<file path="config.mk">
export PLATFORM = sky130hd
export DESIGN_NAME = stream_reader
export DESIGN_NICKNAME = d
export VERILOG_FILES = /design/src/rtl/stream_reader.sv
export SDC_FILE = /design/constraint.sdc
export NUM_CORES = 1
export LEC_CHECK = 0
export ABC_AREA = 1
export ABC_CLOCK_PERIOD_IN_PS = 2900
export BUFFER_PORTS_ARGS = -buffer_cell sky130_fd_sc_hd__clkbuf_2
export CAP_MARGIN = 15
export CELL_PAD_IN_SITES_DETAIL_PLACEMENT = 2
export CELL_PAD_IN_SITES_GLOBAL_PLACEMENT = 2
export CORE_MARGIN = 8
export CORE_UTILIZATION = 34
export DETAILED_ROUTE_END_ITERATION = 10
export PLACE_DENSITY_LB_ADDON = 0.08
export SLEW_MARGIN = 0
export SYNTH_ARGS = -nofsm -noshare
export SYNTH_HDL_FRONTEND = slang
export SYNTH_SLANG_ARGS = --single-unit
</file>
<file path="constraint.sdc">
create_clock -name clkIn -period 2.9 [get_ports clkIn]
set_input_delay 0.58 -clock clkIn [delete_from_list [all_inputs] [get_ports clkIn]]
set_output_delay 0.58 -clock clkIn [all_outputs]
set_load 0.05 [all_outputs]
</file>
<file path="src/rtl/stream_reader.sv">
// Streaming memory reader: issues sequential word reads under a credit limit
// and forwards in-order returns through a small buffer to a fifo write port.
module stream_reader #(
  parameter int unsigned DATA_WIDTH      = 32,
  parameter int unsigned ADDR_WIDTH      = 32,
  parameter int unsigned LEN_WIDTH       = 16,
  parameter int unsigned MAX_OUTSTANDING = 4
) (
  input  logic                  clkIn,
  input  logic                  rstIn,
  input  logic                  startIn,
  input  logic [ADDR_WIDTH-1:0] addrIn,
  input  logic [LEN_WIDTH-1:0]  lenIn,
  output logic                  busyOut,
  output logic                  doneOut,
  output logic                  memReqOut,
  output logic [ADDR_WIDTH-1:0] memAddrOut,
  input  logic                  memReadyIn,
  input  logic [DATA_WIDTH-1:0] memDataIn,
  input  logic                  memValidIn,
  output logic [DATA_WIDTH-1:0] wrDataOut,
  output logic                  wrValidOut,
  input  logic                  wrReadyIn
);

  localparam int unsigned PTR_W = (MAX_OUTSTANDING > 1) ? $clog2(MAX_OUTSTANDING) : 1;
  localparam int unsigned CNT_W = PTR_W + 1;

  localparam logic [ADDR_WIDTH-1:0] ADDR_STEP  = ADDR_WIDTH'(DATA_WIDTH / 8);
  localparam logic [LEN_WIDTH-1:0]  LEN_ONE    = LEN_WIDTH'(1);
  localparam logic [CNT_W-1:0]      CNT_ONE    = CNT_W'(1);
  localparam logic [PTR_W-1:0]      PTR_ONE    = PTR_W'(1);
  localparam logic [CNT_W:0]        MAX_CREDIT = (CNT_W + 1)'(MAX_OUTSTANDING);

  typedef enum logic [1:0] {
    IDLE,
    RUN,
    DRAIN
  } state_t;

  state_t                state;
  logic [ADDR_WIDTH-1:0] addrReg;
  logic [LEN_WIDTH-1:0]  reqRemain;
  logic [CNT_W-1:0]      outstanding;
  logic [CNT_W-1:0]      count;
  logic [PTR_W-1:0]      wrPtr;
  logic [PTR_W-1:0]      rdPtr;
  logic                  doneReg;
  logic                  quiet;
  logic [DATA_WIDTH-1:0] buffer [MAX_OUTSTANDING];

  logic           accept;
  logic           push;
  logic           pop;
  logic [CNT_W:0] inFlight;

  // Credit uses registered counts only, so a pop frees its slot one cycle later.
  assign inFlight   = {1'b0, outstanding} + {1'b0, count};
  assign memReqOut  = (state == RUN) && (reqRemain != '0) && (inFlight < MAX_CREDIT);
  assign memAddrOut = addrReg;
  assign accept     = memReqOut && memReadyIn;
  assign push       = memValidIn && (outstanding != '0);
  assign wrValidOut = (count != '0);
  assign wrDataOut  = wrValidOut ? buffer[rdPtr] : '0;
  assign pop        = wrValidOut && wrReadyIn;
  assign busyOut    = (state != IDLE);
  assign doneOut    = doneReg;

  always_ff @(posedge clkIn or negedge rstIn) begin
    if (!rstIn) begin
      state       <= IDLE;
      addrReg     <= '0;
      reqRemain   <= '0;
      outstanding <= '0;
      count       <= '0;
      wrPtr       <= '0;
      rdPtr       <= '0;
      doneReg     <= 1'b0;
      quiet       <= 1'b1;
    end else begin
      doneReg <= 1'b0;
      case (state)
        IDLE: begin
          if (startIn) begin
            if (lenIn != '0) begin
              state     <= RUN;
              addrReg   <= addrIn;
              reqRemain <= lenIn;
              quiet     <= 1'b0;
            end else begin
              doneReg <= 1'b1;
            end
          end
        end
        RUN: begin
          if (accept) begin
            addrReg   <= addrReg + ADDR_STEP;
            reqRemain <= reqRemain - LEN_ONE;
            if (reqRemain == LEN_ONE) begin
              state <= DRAIN;
            end
          end
        end
        DRAIN: begin
          if ((outstanding == '0) && (count == '0)) begin
            state   <= IDLE;
            doneReg <= 1'b1;
          end
        end
        default: state <= IDLE;
      endcase

      if (accept && !push) begin
        outstanding <= outstanding + CNT_ONE;
      end else if (!accept && push) begin
        outstanding <= outstanding - CNT_ONE;
      end

      if (push) begin
        wrPtr <= wrPtr + PTR_ONE;
      end
      if (pop) begin
        rdPtr <= rdPtr + PTR_ONE;
      end

      if (push && !pop) begin
        count <= count + CNT_ONE;
      end else if (!push && pop) begin
        count <= count - CNT_ONE;
      end
    end
  end

  always_ff @(posedge clkIn) begin
    if (push) begin
      buffer[wrPtr] <= memDataIn;
    end
  end

  // Returns after a reset abort are expected and silently dropped until the next start.
  assert property (@(posedge clkIn) disable iff (!rstIn)
                   !(memValidIn && (outstanding == '0) && !quiet))
    else $error("stream_reader: read return with no outstanding request");

endmodule

</file>
# After elaboration in Yosys (flattened, before gate mapping)
# Memory sizes are Yosys's and may differ from the RTL's.
# Index checks and enable logic that the tools add are counted.
# op_classes
order_cmp	1
mux	25
shift	0
bitwise_logic	0
n_reduce_logical	26
mul	0
n_eq_ne	8
addsub	9
div	0
# ops
operator	n
$mux W32	4
$pmux W32 S2	1
$mux W16	3
$add A32 B3 Y32 const B	1
$pmux W16 S2	1
$reduce_bool A16 Y1	2
$eq A16 B1 Y1 const B	1
$sub A16 B1 Y16 const B	1
$mux W3	4
$logic_and A1 B1 Y1	10
$mux W2	5
$ne A2 B2 Y1 const B	4
$reduce_bool A2 Y1	4
$add A3 B1 Y3 const B	2
$logic_not A3 Y1	2
$pmux W2 S3	1
$reduce_bool A3 Y1	2
$sub A3 B1 Y3 const B	2
$mux W1	5
$reduce_and A5 Y1	1
$add A2 B1 Y2 const B	2
$add A3 B3 Y4	1
$lt A4 B3 Y1 const B	1
$reduce_and A4 Y1	1
other kinds (6)	8
# totals
n_memories	1
in_bits	86
ramBits	128
out_inout_bits	68
mem_bits_ro	0
register_bits	61
latch_bits	0
# mem_list
memory	depth	width	rd	rd_clocked_by_memory_dff	write_ports	line_no	source
buffer	4	32	1	0	1	50	logic [DATA_WIDTH-1:0] buffer [MAX_OUTSTANDING];

# Longest topological paths before layout
# logic_depth
ltp_word	8
ltp_mapped	14
ltp_nobuf	13

# Worst setup path before layout
# OpenSTA, ideal clock, no wires.
# synth_path
kind	input -> register
start	input port memValidIn
end	memory buffer[0][0] (enable)
required_ns	2.479
arrival_ns	2.098
path_buffers	0
stages	2
path_slack_ns	0.381
setup_time_ns	0.421
cell_sequence	nand2_1 -> nor2_1
# synth_between
elab_chain_cells	3
# synth_lines
element	line_no	source
start: declaration	20	input logic memValidIn,
$logic_and A1 B1 Y1	62	assign push = memValidIn && (outstanding != '0);
$mux W1	135	if (push) begin
$mux W1 (not written as such)	136	buffer[wrPtr] <= memDataIn;
end: declaration	50	
# No other way between the ends.

# Worst setup path in the final report
# layout_path
start	register rdPtr[0]
end	output port wrDataOut[27]
# layout_between
elab_chain_cells	2
# layout_lines
element	line_no	source
start: declaration	47	logic [PTR_W-1:0] rdPtr;
start signal: assignment	123	rdPtr <= rdPtr + PTR_ONE;
$mem_v2 Z4 W32	n/a	
$mux W32	64	assign wrDataOut = wrValidOut ? buffer[rdPtr] : '0;
end: declaration	21	output logic [DATA_WIDTH-1:0] wrDataOut,
# No other way between the ends.

==> impl_metrics.toml <==
[placed_design]
port_buffers = 153
place_congestion = 0.8155
preCtsSetupSlack_ns = 0.5299
dpl.hpwl_um = 22140
postPlaceCellArea_um2 = 11100

[sta]
min_period_over_period_pct = 92.59
tns_ns = 0
timing.fmax_mhz = 372.4
slew_headroom_pct = 52.17
setup_viol_count_final = 0
grt_setup_unrepaired = "no"
finClkSkew_ns = 0.02101
worstMarginPinSlew_ns = 0.7175
fin_crit_ns = 2.685
slew_viol_final = 0
setup_ws_ns = 0.2148
hold_viol = 0

[power_and_ir_drop]
p_per_area_nw_per_um2 = 1296
vdd_drop_max_v = 0.0005460
p_switching_uw = 7361
p_leak_uw = 0.004901
sequentialPowerShare_pct = 28.3
p_clk_share_pct = 15.5
p_int_uw = 7805
p_comb_share_pct = 56.1
swShare_pct = 48.54

[critical_path]
setup.worst_path.class = "reg2out"
end_kind = "output pin"
cp-start-kind = "flop"
cp.arrival_ns = 2.11
crit_fanout = 26
required_ns = 2.32

[clock_tree]
hold_buffers = 0
cts.sinks = 189
path_clk_slew_ns = 0.09
clkLatencyLatePin_ns = 0.45
htreeDepth = 4
clockBufferDepth = 2
clock-root-buffer = "clkbuf_16"
cts_tree = "yes"
cts_inserted_buffers = 17

[grt]
grt_overflow = 0
grt_pass1_vias = 9145
grt_pass1_wl_um = 50070
grtUsageTotal_pct = 19.24
grt_max_degree = 66
antenna_found_initial = 2

[finish]
layout-drive-gt1-share_pct = 18.04
num-fill-cells = 3006
fin_area_um2 = 11700
syn_to_final_growth_pct = 24.82
fin_util_pct = 43.29
nets = 1341

[yosys]
synth_top_area_share_pct = 41.01
synth-compound-area-share_pct = 8.677
synthMuxAreaShare_pct = 0.2403
async_reset_ff_share_pct = 32.28
ys_types = 33
synth_simple_gate_area_share_pct = 26.70
syn-instance-count = 1091
yosysMostFrequentCell = "nand2_1"
synth.area.top_cells = "edfxtp_1 (41%), dfrtp_1 (16%), nand2_1 (12%), nor2_1 (9.5%), o21ai_0 (4.7%)"
yosysSeqAreaShare_pct = 57.30
ys_ff_latch = 189
synth_top_family_by_area = "simple AND/OR/NAND/NOR gates"
synth_common_cells = "nand2_1 (305), nor2_1 (237), edfxtp_1 (128), o21ai_0 (88), dfrtp_1 (61)"
synthXorXnorAreaFrac_pct = 0.6541
synth_nets = 1191
ys.flop_type = "edfxtp_1"
syn-cell-area_um2 = 9373
synth_edf_count = 128
ys_warn_count = 0
synth_area_leader_cell = "edfxtp_1"
synth.avg_cell_area_um2 = 8.591
yosys.area_share.adder_pct = 2.029

[floorplan]
dieArea_um2 = 33130
die_w_um = 182.0
num_rows = 60
ioPinCount = 154
core_um2 = 27030
initial_core_util_pct = 34.68
die_h_um = 182.0

[route]
ant_nets = 0
via_per_inst = 5.075
wirelength_um = 31080
wl_per_cell_um = 19.48
vias = 8094
drc_errors = 0
drt_pass1_iterations = 4
drt_iter0_markers = 275

[job]
drv_cap = 0

[outcome]
status = "complete, no violations"

[min_path]
hp-class = "in2async"
## logic make-up (layout without fill, tap and decap cells)
logic type,after synthesis,count (layout)
AND/OR/NAND/NOR,618,618
flip-flops,189,189
AO/OA/AOI/OAI,161,161
buffers and inverters,100,262
adder cells (fa/ha/maj),14,14
XOR/XNOR,7,7
multiplexers,2,2
other,0,1
## path summary, 6_finish.rpt
kind / from / endpoint / slack [ns] / depth (start not counted)
worst max-delay path: rdPtr[0] / wrDataOut[27] / 0.21 / 5
worst min-delay path: rstIn / reqRemain[1] / 0.12 / 1
worst max register to register: outstanding[2] / outstanding[2] / 0.54 / 12
worst min register to register: rdPtr[1] / rdPtr[1] / 0.51 / 1
max in group asynchronous: rstIn / memAddrOut[31] / 2.11 / 2
min in group clkIn: memDataIn[8] / buffer[3][8] / 0.36 / 1
## flip-flops by register name, indices dropped and copies added, names as in the netlist
name	count
wrPtr	2
state	2
count	3
memAddrOut	32
reqRemain	16
doneOut	1
outstanding	3
rdPtr	2
buffer	128
## metal layers
metal / GRT usage, % / share of wire (%)
met1: 23.09 / 43
met2: 34.70 / 51
met3: 3.693 / 3.7
met4: 5.018 / 1.4
met5: 0 / 0.042
## placed cells by master (no fill, tap or decap), types with 6 or more instances in the layout
cell type and count:
ha_1 12, nand3b_1 15, nor2_4 6, nor2_1 233, a21oi_1 50, dfrtp_1 60
inv_1 54, nand2_1 305, clkbuf_2 120, clkbuf_16 17, o21ai_0 88, o21ai_1 19
nand3_1 44, buf_12 37, edfxtp_1 128, buf_4 15
## power by group through the flow
stage	combinational [uW]	clock [uW]	sequential, uW
after global placement	8430	0	4300
after global routing	9260	2520	4390
after detailed placement	8640	0	4350
after floorplan	4530	0	4790
final	8510	2360	4300
after CTS	8690	2430	4300
## area by class of cell
cell class | count | area [um2] | area share, %
Timing Repair Buffer | 173 | 1459 | 12.47
Tap cell | 341 | 426.7 | 3.647
Inverter | 58 | 221.5 | 1.893
Clock buffer | 17 | 425.4 | 3.636
Multi-Input combinational cell | 802 | 3625 | 30.98
Antenna cell | 1 | 2.502 | 0.02139
Clock inverter | 14 | 167.7 | 1.433
Sequential cell | 189 | 5371 | 45.91
## stage by stage
step,power (uW),instances,hold slack [ns]
2_1_floorplan,9313,1091,0.2844
3_3_place_gp,12740,1563,0.4677
3_5_place_dp,12990,1563,0.4867
4_1_cts,15420,1594,0.1197
5_1_grt,16180,1595,0.1361
6_report,15170,1595,0.1187
## repair_timing
item / 4_1_cts / 5_1_grt
endpoints found under the setup margin: 0 / 1
buffers inserted: 0 / 0
resized for setup: 0 / 1
## worst max-delay path, cell delays in order (launching register included)
cell and delay [ns]:
dfrtp_2 0.44, clkinv_2 0.28, buf_4 0.27, o21ai_0 0.13
a21oi_1 0.35, buf_12 0.19
Note: power is estimated with default switching activity, not from simulation.
